**src/rtl/uart_prog_loader_if.sv**
```systemverilog
// Loader bus: UART byte stream and reload request in, instruction RAM write port and status out.
// The loader itself connects through the slave modport; the byte source/observer uses master.
interface uart_prog_loader_if #(
    parameter int unsigned NBIT_DATA_LEN = 8,
    parameter int unsigned len_data      = 32,
    parameter int unsigned len_addr      = 11
);
    logic                     rx_done_tick;
    logic [NBIT_DATA_LEN-1:0] rx_data_in;
    logic                     load_req;
    logic [len_addr-1:0]      addr_mem_inst;
    logic [len_data-1:0]      ins_to_mem;
    logic                     wr_ram_inst;
    logic                     ctrl_clk_mips;
    logic                     load_done;
    logic                     load_err;
    logic [len_addr:0]        word_count;

    modport master (
        output rx_done_tick,
        output rx_data_in,
        output load_req,
        input  addr_mem_inst,
        input  ins_to_mem,
        input  wr_ram_inst,
        input  ctrl_clk_mips,
        input  load_done,
        input  load_err,
        input  word_count
    );

    modport slave (
        input  rx_done_tick,
        input  rx_data_in,
        input  load_req,
        output addr_mem_inst,
        output ins_to_mem,
        output wr_ram_inst,
        output ctrl_clk_mips,
        output load_done,
        output load_err,
        output word_count
    );
endinterface

```
**src/rtl/uart_prog_loader.sv**
```systemverilog
// Assembles UART bytes (MSB first) into instruction words, writes them to instruction RAM from
// address 0 until the halt word, then enables the MIPS clock. All outputs are registered.
module uart_prog_loader #(
    parameter int unsigned          NBIT_DATA_LEN = 8,
    parameter int unsigned          len_data      = 32,
    parameter int unsigned          len_addr      = 11,
    parameter logic [len_data-1:0]  HALT_WORD     = 32'hFFFF_FFFF
) (
    input  logic              clk,
    input  logic              reset,
    uart_prog_loader_if.slave bus_io
);
    typedef enum logic [1:0] {StRecv, StWrite, StDone, StErr} state_e;

    localparam logic [1:0] LastIdx = 2'd3;

    state_e              state_q, state_d;
    logic [1:0]          idx_q, idx_d;
    logic [len_data-1:0] asm_q, asm_d;
    logic [len_data-1:0] ins_q, ins_d;
    logic [len_addr-1:0] addr_q, addr_d;
    logic [len_addr:0]   count_q, count_d;
    logic                wr_q, wr_d;
    logic                run_q, run_d;
    logic                done_q, done_d;
    logic                err_q, err_d;

    logic                tick;
    logic                last_byte;
    logic                is_halt;
    logic                addr_full;
    logic [len_data-1:0] asm_shift;

    assign tick      = bus_io.rx_done_tick;
    assign last_byte = tick && (idx_q == LastIdx);
    assign is_halt   = (ins_q == HALT_WORD);
    assign addr_full = (addr_q == '1);
    assign asm_shift = {asm_q[len_data-NBIT_DATA_LEN-1:0], bus_io.rx_data_in};

    always_ff @(posedge clk or posedge reset) begin
        if (reset) begin
            state_q <= StRecv;
        end else begin
            state_q <= state_d;
        end
    end

    always_comb begin
        state_d = state_q;
        unique case (state_q)
            StRecv: begin
                if (last_byte) state_d = StWrite;
            end
            StWrite: begin
                if (is_halt)        state_d = StDone;
                else if (addr_full) state_d = StErr;
                else                state_d = StRecv;
            end
            StDone, StErr: begin
                if (bus_io.load_req) state_d = StRecv;
            end
            default: state_d = StRecv;
        endcase
    end

    // Registered outputs follow the state being entered so they line up with state_q.
    always_comb begin
        wr_d   = (state_d == StWrite);
        run_d  = (state_d == StDone);
        done_d = (state_d == StDone);
        err_d  = (state_d == StErr);
    end

    always_comb begin
        idx_d   = idx_q;
        asm_d   = asm_q;
        ins_d   = ins_q;
        addr_d  = addr_q;
        count_d = count_q;
        unique case (state_q)
            StRecv: begin
                if (tick) begin
                    asm_d = asm_shift;
                    idx_d = idx_q + 2'd1;
                    if (idx_q == LastIdx) ins_d = asm_shift;
                end
            end
            StWrite: begin
                count_d = count_q + (len_addr + 1)'(1);
                // A byte arriving now starts the next word, unless loading ends here.
                if (!is_halt && !addr_full) begin
                    addr_d = addr_q + len_addr'(1);
                    if (tick) begin
                        asm_d = asm_shift;
                        idx_d = idx_q + 2'd1;
                    end
                end
            end
            StDone, StErr: begin
                if (bus_io.load_req) begin
                    addr_d  = '0;
                    count_d = '0;
                    idx_d   = '0;
                    asm_d   = '0;
                end
            end
            default: ;
        endcase
    end

    always_ff @(posedge clk or posedge reset) begin
        if (reset) begin
            idx_q   <= '0;
            asm_q   <= '0;
            ins_q   <= '0;
            addr_q  <= '0;
            count_q <= '0;
            wr_q    <= 1'b0;
            run_q   <= 1'b0;
            done_q  <= 1'b0;
            err_q   <= 1'b0;
        end else begin
            idx_q   <= idx_d;
            asm_q   <= asm_d;
            ins_q   <= ins_d;
            addr_q  <= addr_d;
            count_q <= count_d;
            wr_q    <= wr_d;
            run_q   <= run_d;
            done_q  <= done_d;
            err_q   <= err_d;
        end
    end

    assign bus_io.addr_mem_inst = addr_q;
    assign bus_io.ins_to_mem    = ins_q;
    assign bus_io.wr_ram_inst   = wr_q;
    assign bus_io.ctrl_clk_mips = run_q;
    assign bus_io.load_done     = done_q;
    assign bus_io.load_err      = err_q;
    assign bus_io.word_count    = count_q;
endmodule

```
**src/flat_wrapper.sv**
```systemverilog
// flat-port wrapper written by rule: the top's interface ports become plain ports
module uart_prog_loader_flat 
#(
    parameter int unsigned          NBIT_DATA_LEN = 8,
    parameter int unsigned          len_data      = 32,
    parameter int unsigned          len_addr      = 11,
    parameter logic [len_data-1:0]  HALT_WORD     = 32'hFFFF_FFFF
)
  (clk, reset, bus_io_rx_done_tick, bus_io_rx_data_in, bus_io_load_req, bus_io_addr_mem_inst, bus_io_ins_to_mem, bus_io_wr_ram_inst, bus_io_ctrl_clk_mips, bus_io_load_done, bus_io_load_err, bus_io_word_count);
  uart_prog_loader_if #(.NBIT_DATA_LEN(NBIT_DATA_LEN), .len_data(len_data), .len_addr(len_addr)) bus_io_i ();
  input  logic clk;
  input  logic reset;
  input wire logic [$bits(bus_io_i.rx_done_tick)-1:0] bus_io_rx_done_tick;
  input wire logic [$bits(bus_io_i.rx_data_in)-1:0] bus_io_rx_data_in;
  input wire logic [$bits(bus_io_i.load_req)-1:0] bus_io_load_req;
  output wire logic [$bits(bus_io_i.addr_mem_inst)-1:0] bus_io_addr_mem_inst;
  output wire logic [$bits(bus_io_i.ins_to_mem)-1:0] bus_io_ins_to_mem;
  output wire logic [$bits(bus_io_i.wr_ram_inst)-1:0] bus_io_wr_ram_inst;
  output wire logic [$bits(bus_io_i.ctrl_clk_mips)-1:0] bus_io_ctrl_clk_mips;
  output wire logic [$bits(bus_io_i.load_done)-1:0] bus_io_load_done;
  output wire logic [$bits(bus_io_i.load_err)-1:0] bus_io_load_err;
  output wire logic [$bits(bus_io_i.word_count)-1:0] bus_io_word_count;
  assign bus_io_i.rx_done_tick = bus_io_rx_done_tick;
  assign bus_io_i.rx_data_in = bus_io_rx_data_in;
  assign bus_io_i.load_req = bus_io_load_req;
  assign bus_io_addr_mem_inst = bus_io_i.addr_mem_inst;
  assign bus_io_ins_to_mem = bus_io_i.ins_to_mem;
  assign bus_io_wr_ram_inst = bus_io_i.wr_ram_inst;
  assign bus_io_ctrl_clk_mips = bus_io_i.ctrl_clk_mips;
  assign bus_io_load_done = bus_io_i.load_done;
  assign bus_io_load_err = bus_io_i.load_err;
  assign bus_io_word_count = bus_io_i.word_count;
  uart_prog_loader #(.NBIT_DATA_LEN(NBIT_DATA_LEN), .len_data(len_data), .len_addr(len_addr), .HALT_WORD(HALT_WORD)) u_core (.clk(clk), .reset(reset), .bus_io(bus_io_i));
endmodule
```
**config.mk**
```make
export PLATFORM = sky130hd
export DESIGN_NAME = uart_prog_loader_flat
export DESIGN_NICKNAME = d
export VERILOG_FILES = /design/src/rtl/uart_prog_loader_if.sv /design/src/rtl/uart_prog_loader.sv /design/src/flat_wrapper.sv
export SDC_FILE = /design/constraint.sdc
export NUM_CORES = 1
export LEC_CHECK = 0
export CAP_MARGIN = 20
export CORE_MARGIN = 10
export CORE_UTILIZATION = 40
export CTS_CLUSTER_DIAMETER = 60
export DETAILED_ROUTE_END_ITERATION = 8
export SLEW_MARGIN = 0
export SYNTH_ARGS = -nofsm -noshare
export SYNTH_HDL_FRONTEND = slang
export SYNTH_SLANG_ARGS = --single-unit
```
**constraint.sdc**
```tcl
create_clock -name clk -period 4.72 [get_ports clk]
set_input_delay 0.944 -clock clk [delete_from_list [all_inputs] [get_ports clk]]
set_output_delay 0.944 -clock clk [all_outputs]
set_load 0.005 [all_outputs]
```
### Word level (Yosys, flattened, before mapping)

Index checks and enable logic that the tools add are counted.

| word-level totals | value |
|---|---|
| register bits | 94 |
| word-level logic and storage cells | 52 |
| input bits | 12 |
| output and inout bits | 59 |

| operators by class | value |
|---|---|
| add/subtract/negate cells | 3 |
| reduce and logical (&&, ||, !) cells | 11 |
| muxes and demuxes | 18 |
| equality and inequality tests | 11 |

Operators with widths:

| cell | number |
|---|---|
| $mux W32 | 3 |
| $pmux W32 S3 | 1 |
| $eq A32 B32 Y1 const B | 1 |
| $pmux W12 S2 | 1 |
| $mux W11 | 2 |
| $pmux W11 S2 | 1 |
| $mux W2 | 7 |
| $add A12 B1 Y12 const B | 1 |
| $mux W12 | 1 |
| $pmux W2 S3 | 2 |
| $add A11 B1 Y11 const B | 1 |
| $eq A11 B11 Y1 const B | 1 |
| $eq A2 B2 Y1 const B | 5 |
| $reduce_and A3 Y1 | 2 |
| $eq A2 B1 Y1 const B | 2 |
| $reduce_and A2 Y1 | 2 |
| $add A2 B1 Y2 const B | 1 |
| $logic_and A1 B1 Y1 | 2 |
| $logic_not A1 Y1 | 2 |
| $logic_not A2 Y1 | 1 |
| $ne A2 B1 Y1 const B | 1 |
| $ne A2 B2 Y1 const B | 1 |
| $reduce_bool A2 Y1 | 1 |
| $reduce_or A2 Y1 | 1 |

### Logic depth before layout (Yosys ltp)

Gate-level depths: netlist (run 1).

| depth | value |
|---|---|
| depth after elaboration | 5 |
| mapped depth | 7 |
| gate-level depth less buffers | 6 |

### Least setup slack after synthesis (run 1)

OpenSTA, ideal clock, no wires.

| timing | value |
|---|---|
| path type | in2reg |
| start point | input bus_io_rx_done_tick |
| end point | register u_core.ins_q[0], in the netlist u_core.bus_io.ins_to_mem[0] |
| required time | 4.592 ns |
| slack | 2.642 ns |
| cell stages on the path | 4 |
| data arrival time | 1.950 ns |
| setup time | 0.128 ns |
| cells stage by stage | inv_2 nor4b_4 buf_2 mux2_1 |

| between the ends | value |
|---|---|
| cells in the longest elaborated chain, start to end | 1 |

Ends and longest elaborated chain:

| element | RTL line | text |
|---|---|---|
| start: declaration | flat_wrapper.sv:13 | `input wire logic [$bits(bus_io_i.rx_done_tick)-1:0] bus_io_rx_done_tick;` |
| $reduce_and A3 Y1 (no line) | - |  |
| end signal: assignment | uart_prog_loader.sv:125 | `ins_q <= ins_d;` |
| end: declaration | uart_prog_loader.sv:20 | `logic [len_data-1:0] ins_q, ins_d;` |

No other way between the ends.
A chain may end at the register's enable or synchronous reset.

### Final worst setup path (run 1)

| timing | value |
|---|---|
| start point | register u_core.addr_q[0], in the netlist u_core.bus_io.addr_mem_inst[0] |
| end point | register u_core.asm_q[19] |

| between the ends | value |
|---|---|
| cells in the longest elaborated chain, start to end | 5 |

Ends and longest elaborated chain:

| element | RTL line | text |
|---|---|---|
| start: declaration | uart_prog_loader.sv:21 | `logic [len_addr-1:0] addr_q, addr_d;` |
| start signal: assignment | uart_prog_loader.sv:126 | `addr_q <= addr_d;` |
| $eq A11 B11 Y1 | uart_prog_loader.sv:37 | `assign addr_full = (addr_q == '1);` |
| $logic_not A1 Y1 | uart_prog_loader.sv:91 | `if (!is_halt && !addr_full) begin` |
| $logic_and A1 B1 Y1 | uart_prog_loader.sv:91 |  |
| $ne A2 B1 Y1 (no line) | - |  |
| $reduce_and A2 Y1 (no line) | - |  |
| end signal: assignment | uart_prog_loader.sv:124 | `asm_q <= asm_d;` |
| end: declaration | uart_prog_loader.sv:19 | `logic [len_data-1:0] asm_q, asm_d;` |

No other way between the ends.

==> results_dict.tcl, run 1 <==
set metrics [dict create \
    critPathArrivalTime_ns 2.84 \
    rsz0062_at_grt "no" \
    holdPathEnd "u_core.bus_io.word_count[11]" \
    pre_cts_ws_ns 1.86 \
    async_flop_share 1.00 \
    cp-startpoint "u_core.bus_io.addr_mem_inst[0]" \
    hold_path.startpoint "u_core.bus_io.word_count[11]" \
    grt_pass1_vias 2661 \
    period_needed_ns 2.56 \
    final_nets 374 \
    clk_root_buffer_cell "clkbuf_8" \
    syn_nets 304 \
    hold_buffers 0 \
    grt_pass1_wl_um 13900 \
    path_clk_slew_ns 0.09 \
    cts.sinks 86 \
    fp.dieH_um 117 \
    cts_resized 0 \
    cpPeakStageDelay_ns 0.90 \
    yosysUniqueCellTypes 46 \
    firstDrtPassIters 4 \
    ys_ff_latch 86 \
    htreeDepth 3 \
    cts_tree "built" \
    initial_core_util 0.408 \
    cts_buffers 9 \
    clk_path_buf_depth 2 \
    fmax_mhz 390 \
    required_ns 5.00 \
    die-area_mm2 0.0136 \
    drive_gt1_frac 0.0852 \
    clk_latency_ns 0.35 \
    crit_slowest_cell "a211oi_4" \
    worstPathCellList "ha_1 -> and2_1 -> and4_4 -> a21o_1 -> a211oi_4 -> a22o_1" \
    finalSetupTns_ns 0 \
    fillCellCount 838 \
    wirelength_um 8520 \
    critPathKind "register to register" \
    rows 35 \
    worst_pin_slew_ns 1.06 \
    post_cts_buffers 0 \
    hold_viol 0 \
    antenna_cells 0 \
    synth_ff_type "dfrtp_1" \
    wl_per_cell_um 17.9 \
    ir_worst_vdd_v 0.000234 \
    timing.final.crit_share 0.543 \
    grt_overflow 0 \
    antenna_found_initial 0 \
    syn_inst 289 \
    setup_ws_ns 2.16 \
    min_path_cells 1 \
    finalSetupViolations 0 \
    post-dp-hpwl_um 5990 \
    skew_ns 0.0141 \
    slew_violations 0 \
    via_count 2651 \
    total_power_mw 2.25 \
    grt_max_degree 47 \
    endpoint_kind "register" \
    ys_warn_count 0 \
    grt.total_usage 0.129 \
    status "finished clean" \
    maxCapViolations 0 \
    yosysSeqAreaShare 0.577 \
    slew_headroom 0.288 \
    drcViolationCount 0 \
    hold_class "register to register" \
    die_x_um 117 \
    antenna_left 0 \
    reg2regPathDepth 6 \
    core_mm2 0.00915 \
    drtIter0Drc 88 \
    portBuffers 70 \
    io_pins 71 \
    vias_per_cell 5.58 \
    power.density_mw_per_mm2 480 \
    avgSynthCellArea_um2 12.9 \
    area_growth_pct 25.9 \
    synth_area_mm2 0.00373 \
    reg2reg_to "u_core.asm_q[19]" \
    reg2reg_setup_slack_ns 2.16 \
    power.leakage_nw 2.09 \
    synth_edf_count 0 \
    worst_setup_path_start_kind "register" \
    gp_congestion 0.738 \
    critPathMaxFanout 24 \
    r2r-start "u_core.bus_io.addr_mem_inst[0]" \
]
[sequential cells by signal, indices dropped and copies added, names as in the netlist]
signal	cells
u_core.bus_io.addr_mem_inst	11
u_core.bus_io.ctrl_clk_mips	1
u_core.bus_io.wr_ram_inst	1
u_core.state_q	2
u_core.bus_io.load_err	1
u_core.idx_q	2
u_core.bus_io.ins_to_mem	32
u_core.asm_q	24
u_core.bus_io.word_count	12
[synthesized netlist by cell type, drive strengths merged, types with 4 or more instances]
cell type | instances | area share
dfrtp | 86 | 0.58
buf | 12 | 0.022
a211o | 4 | 0.012
mux2 | 32 | 0.097
nor2 | 5 | 0.0050
a21oi | 4 | 0.0064
a22o | 24 | 0.056
nand4 | 15 | 0.025
nor4 | 4 | 0.015
nand3 | 22 | 0.030
o21ai | 6 | 0.0080
inv | 5 | 0.0050
nand2 | 22 | 0.022
mux2i | 6 | 0.016
[final cells by class]
class | count | area (um^2) | share of cell area
flip-flops and latches | 86 | 2150 | 0.458
multi-input cells | 185 | 1480 | 0.314
repair buffers | 72 | 716 | 0.152
clock buffers | 11 | 151 | 0.0322
well taps | 111 | 139 | 0.0296
clock inverters | 5 | 42.5 | 0.00906
inverters | 5 | 20.0 | 0.00426
[through the flow]
step	cell area, um^2	util	hold slack, ns	std cells
2_1_floorplan	3730	-	0.465	289
3_3_place_gp	4500	0.492	0.470	459
3_5_place_dp	4500	0.492	0.472	459
4_1_cts	4700	0.513	0.488	475
5_1_grt	4700	0.513	0.504	475
6_report	4700	0.513	0.478	475
[cell usage in the layout, fill, tap and decap left out, drive strengths merged, types with 3 or more instances in the layout]
master         instances
dfrtp                 86
clkdlybuf4s50         70
mux2                  32
a22o                  24
nand2                 22
nand3                 22
nand4                 15
clkbuf                11
mux2i                  6
o21ai                  6
nor2                   5
inv                    5
a211o                  4
a21oi                  4
clkinv                 4
nor4                   4
or3                    3
o211a                  3
or4                    3
o31ai                  3
o211ai                 3
o2111ai                3
ha                     3
and4                   3
[how the worst max path moves through the flow]
| stage | to | slack, ns |
|---|---|---|
| 4_1_cts | u_core.asm_q[11] | 2.16 |
| 3_3_place_gp | u_core.asm_q[11] | 1.90 |
| 3_5_place_dp | u_core.asm_q[6] | 1.86 |
| 6_report | u_core.asm_q[19] | 2.16 |
| 2_1_floorplan | u_core.asm_q[0] | 1.55 |
| 5_1_grt | u_core.asm_q[4] | 2.01 |
[critical path, delay by kind of cell (launching register included)]
family	cells	cell delay [ns]
fa+ha+maj	1	0.27
compound gates	3	1.34
flops	1	0.45
simple gates	2	0.43
[cells by family after synthesis]
| family | synth area share |
|---|---|
| flip-flops | 0.577 |
| adder cells (fa/ha/maj) | 0.0101 |
| AO/OA/AOI/OAI | 0.137 |
| multiplexers | 0.113 |
| AND/OR/NAND/NOR | 0.136 |
| buffers and inverters | 0.0278 |
[per-layer routing]
| metal | global-route usage | part of all wire | vias to the layer above |
|---|---|---|---|
| li1 | - | - | 1245 |
| met1 | 0.168 | 0.46 | 1329 |
| met2 | 0.192 | 0.46 | 68 |
| met3 | 0.0457 | 0.073 | 9 |
| met4 | 0.0486 | 0.010 | 0 |
| met5 | 0 | 0 | - |
[report_power, final]
group | total (mW) | leakage, nW | switching, mW | internal [mW]
logic | 0.633 | 0.911 | 0.216 | 0.417
clock network | 0.493 | 0.0961 | 0.268 | 0.225
registers | 1.13 | 1.08 | 0.193 | 0.933
Note: power is estimated with default switching activity, not from simulation.
==> inputs of run 2 (changes only) <==
--- a/config.mk
+++ b/config.mk
@@ -10,6 +10,7 @@
 export CORE_UTILIZATION = 40
 export CTS_CLUSTER_DIAMETER = 60
 export DETAILED_ROUTE_END_ITERATION = 8
+export PLACE_DENSITY = 0.67
 export SLEW_MARGIN = 0
 export SYNTH_ARGS = -nofsm -noshare
 export SYNTH_HDL_FRONTEND = slang
==> constraint.sdc (replaced) <==
create_clock -name clk -period 2.3 [get_ports clk]
set_input_delay 0.46 -clock clk [delete_from_list [all_inputs] [get_ports clk]]
set_output_delay 0.46 -clock clk [all_outputs]
set_load 0.005 [all_outputs]
==> results_dict.tcl, run 2 (synthesis gave the netlist of run 1 again) <==
set metrics [dict create \
    mostFrequentLayoutCells "dfrtp_1 (86), clkdlybuf4s50_1 (70), mux2_1 (32)" \
    finalSetupViolations 0 \
    cts_tree "built" \
    clk_path_buf_depth 2 \
    worst_pin_slew_ns 0.575 \
    grt_max_degree 30 \
    drtIter0Drc 174 \
    die_x_um 117 \
    worstPathCellList "ha_1 -> and2_1 -> and4_4 -> a211o_4 -> or4_1 -> a21oi_1" \
    grt.total_usage 0.135 \
    via_count 2709 \
    fin_util 0.531 \
    drive_gt1_frac 0.117 \
    cts_resized 0 \
    fp.dieH_um 117 \
    initial_core_util 0.408 \
    area_growth_pct 30.3 \
    skew_ns 0.0105 \
    htreeDepth 3 \
    slew_violations 0 \
    grt_pass1_vias 2736 \
    grt_overflow 0 \
    final_common_cell "dfrtp_1" \
    hold_viol 0 \
    cts_buffers 9 \
    cts.sinks 86 \
    grt_pass1_wl_um 14400 \
    critPathKind "register to register" \
    ir_worst_vdd_v 0.000496 \
    cp_top_family "simple AND/OR/NAND/NOR gates" \
    hold_class "register to register" \
    wl_per_cell_um 18.2 \
    slew_headroom 0.616 \
    post_cts_buffers 0 \
    path_clk_slew_ns 0.10 \
    io_pins 71 \
    final_nets 387 \
    rows 35 \
    core_mm2 0.00915 \
    worst_setup_path_start_kind "register" \
    fmax_mhz 468 \
    wirelength_um 8900 \
    hold_buffers 0 \
    setup_ws_ns 0.162 \
    endpoint_kind "register" \
    power.leakage_nw 2.18 \
    pre_cts_ws_ns 0.182 \
    period_needed_ns 2.14 \
    antenna_cells 0 \
    cpPeakStageDelay_ns 0.44 \
    required_ns 2.57 \
    finalSetupTns_ns 0 \
    antenna_found_initial 0 \
    critPathMaxFanout 15 \
    post-dp-hpwl_um 6510 \
    largest_register_ffs 32 \
    rsz0062_at_grt "no" \
    maxCapViolations 0 \
    status "finished clean" \
    path_buf_inv 0 \
    portBuffers 70 \
    clk_root_buffer_cell "clkbuf_8" \
    antenna_left 0 \
    die-area_mm2 0.0136 \
    timing.final.crit_share 0.929 \
    critPathArrivalTime_ns 2.41 \
    firstDrtPassIters 4 \
    crit_slowest_cell "dfrtp_1" \
    gp_congestion 0.780 \
    clk_latency_ns 0.35 \
    power.density_mw_per_mm2 991 \
    drcViolationCount 0 \
    vias_per_cell 5.55 \
    holdWs_ns 0.478 \
]
## run 2: final timing paths
check	start	endpoint	cells after the start	slack [ns]
setup reg to reg	u_core.bus_io.addr_mem_inst[1]	u_core.bus_io.addr_mem_inst[8]	6	0.16
max in group asynchronous	reset	u_core.bus_io.addr_mem_inst[6]	3	1.23
hold / removal	u_core.bus_io.word_count[11]	u_core.bus_io.word_count[11]	1	0.48
min in group asynchronous	reset	u_core.idx_q[0]	2	0.52
setup / recovery	u_core.bus_io.addr_mem_inst[1]	u_core.bus_io.addr_mem_inst[8]	6	0.16
hold reg to reg	u_core.bus_io.word_count[11]	u_core.bus_io.word_count[11]	1	0.48
## run 2: power breakdown
group          internal [mW]  total (mW)  leakage [nW]  switching [mW]
sequential              1.91        2.31          1.08           0.396
clock                  0.529        1.13         0.108           0.600
combinational          0.901        1.38         0.989           0.480
## run 2: metal layers
| layer | track usage | wire length, um |
|---|---|---|
| met1 | 0.175 | 4060 |
| met2 | 0.202 | 4030 |
| met3 | 0.0447 | 689 |
| met4 | 0.0544 | 123 |
| met5 | 0 | 0 |
## run 2: layout make-up
class	count	area, um^2
fillers	788	4290
flip-flops and latches	86	2150
multi-input cells	185	1480
repair buffers	85	863
well taps	111	139
clock buffers	9	124
clock inverters	7	87.6
inverters	5	22.5
## run 2: per-stage QoR
step                power (mW)  std cells  area [um^2]
CTS                       4.88        488         4860
global route              5.11        488         4860
floorplan                 2.73        289         3730
detailed placement        3.74        472         4650
finish                    4.82        488         4860
global placement          3.71        472         4650
## run 2: worst reg2reg max path, stage by stage, from the launching register on
cell and delay [ns]:
dfrtp_1 0.44, ha_1 0.25, and2_1 0.20, and4_4 0.21, a211o_4 0.38, or4_1 0.41
a21oi_1 0.16
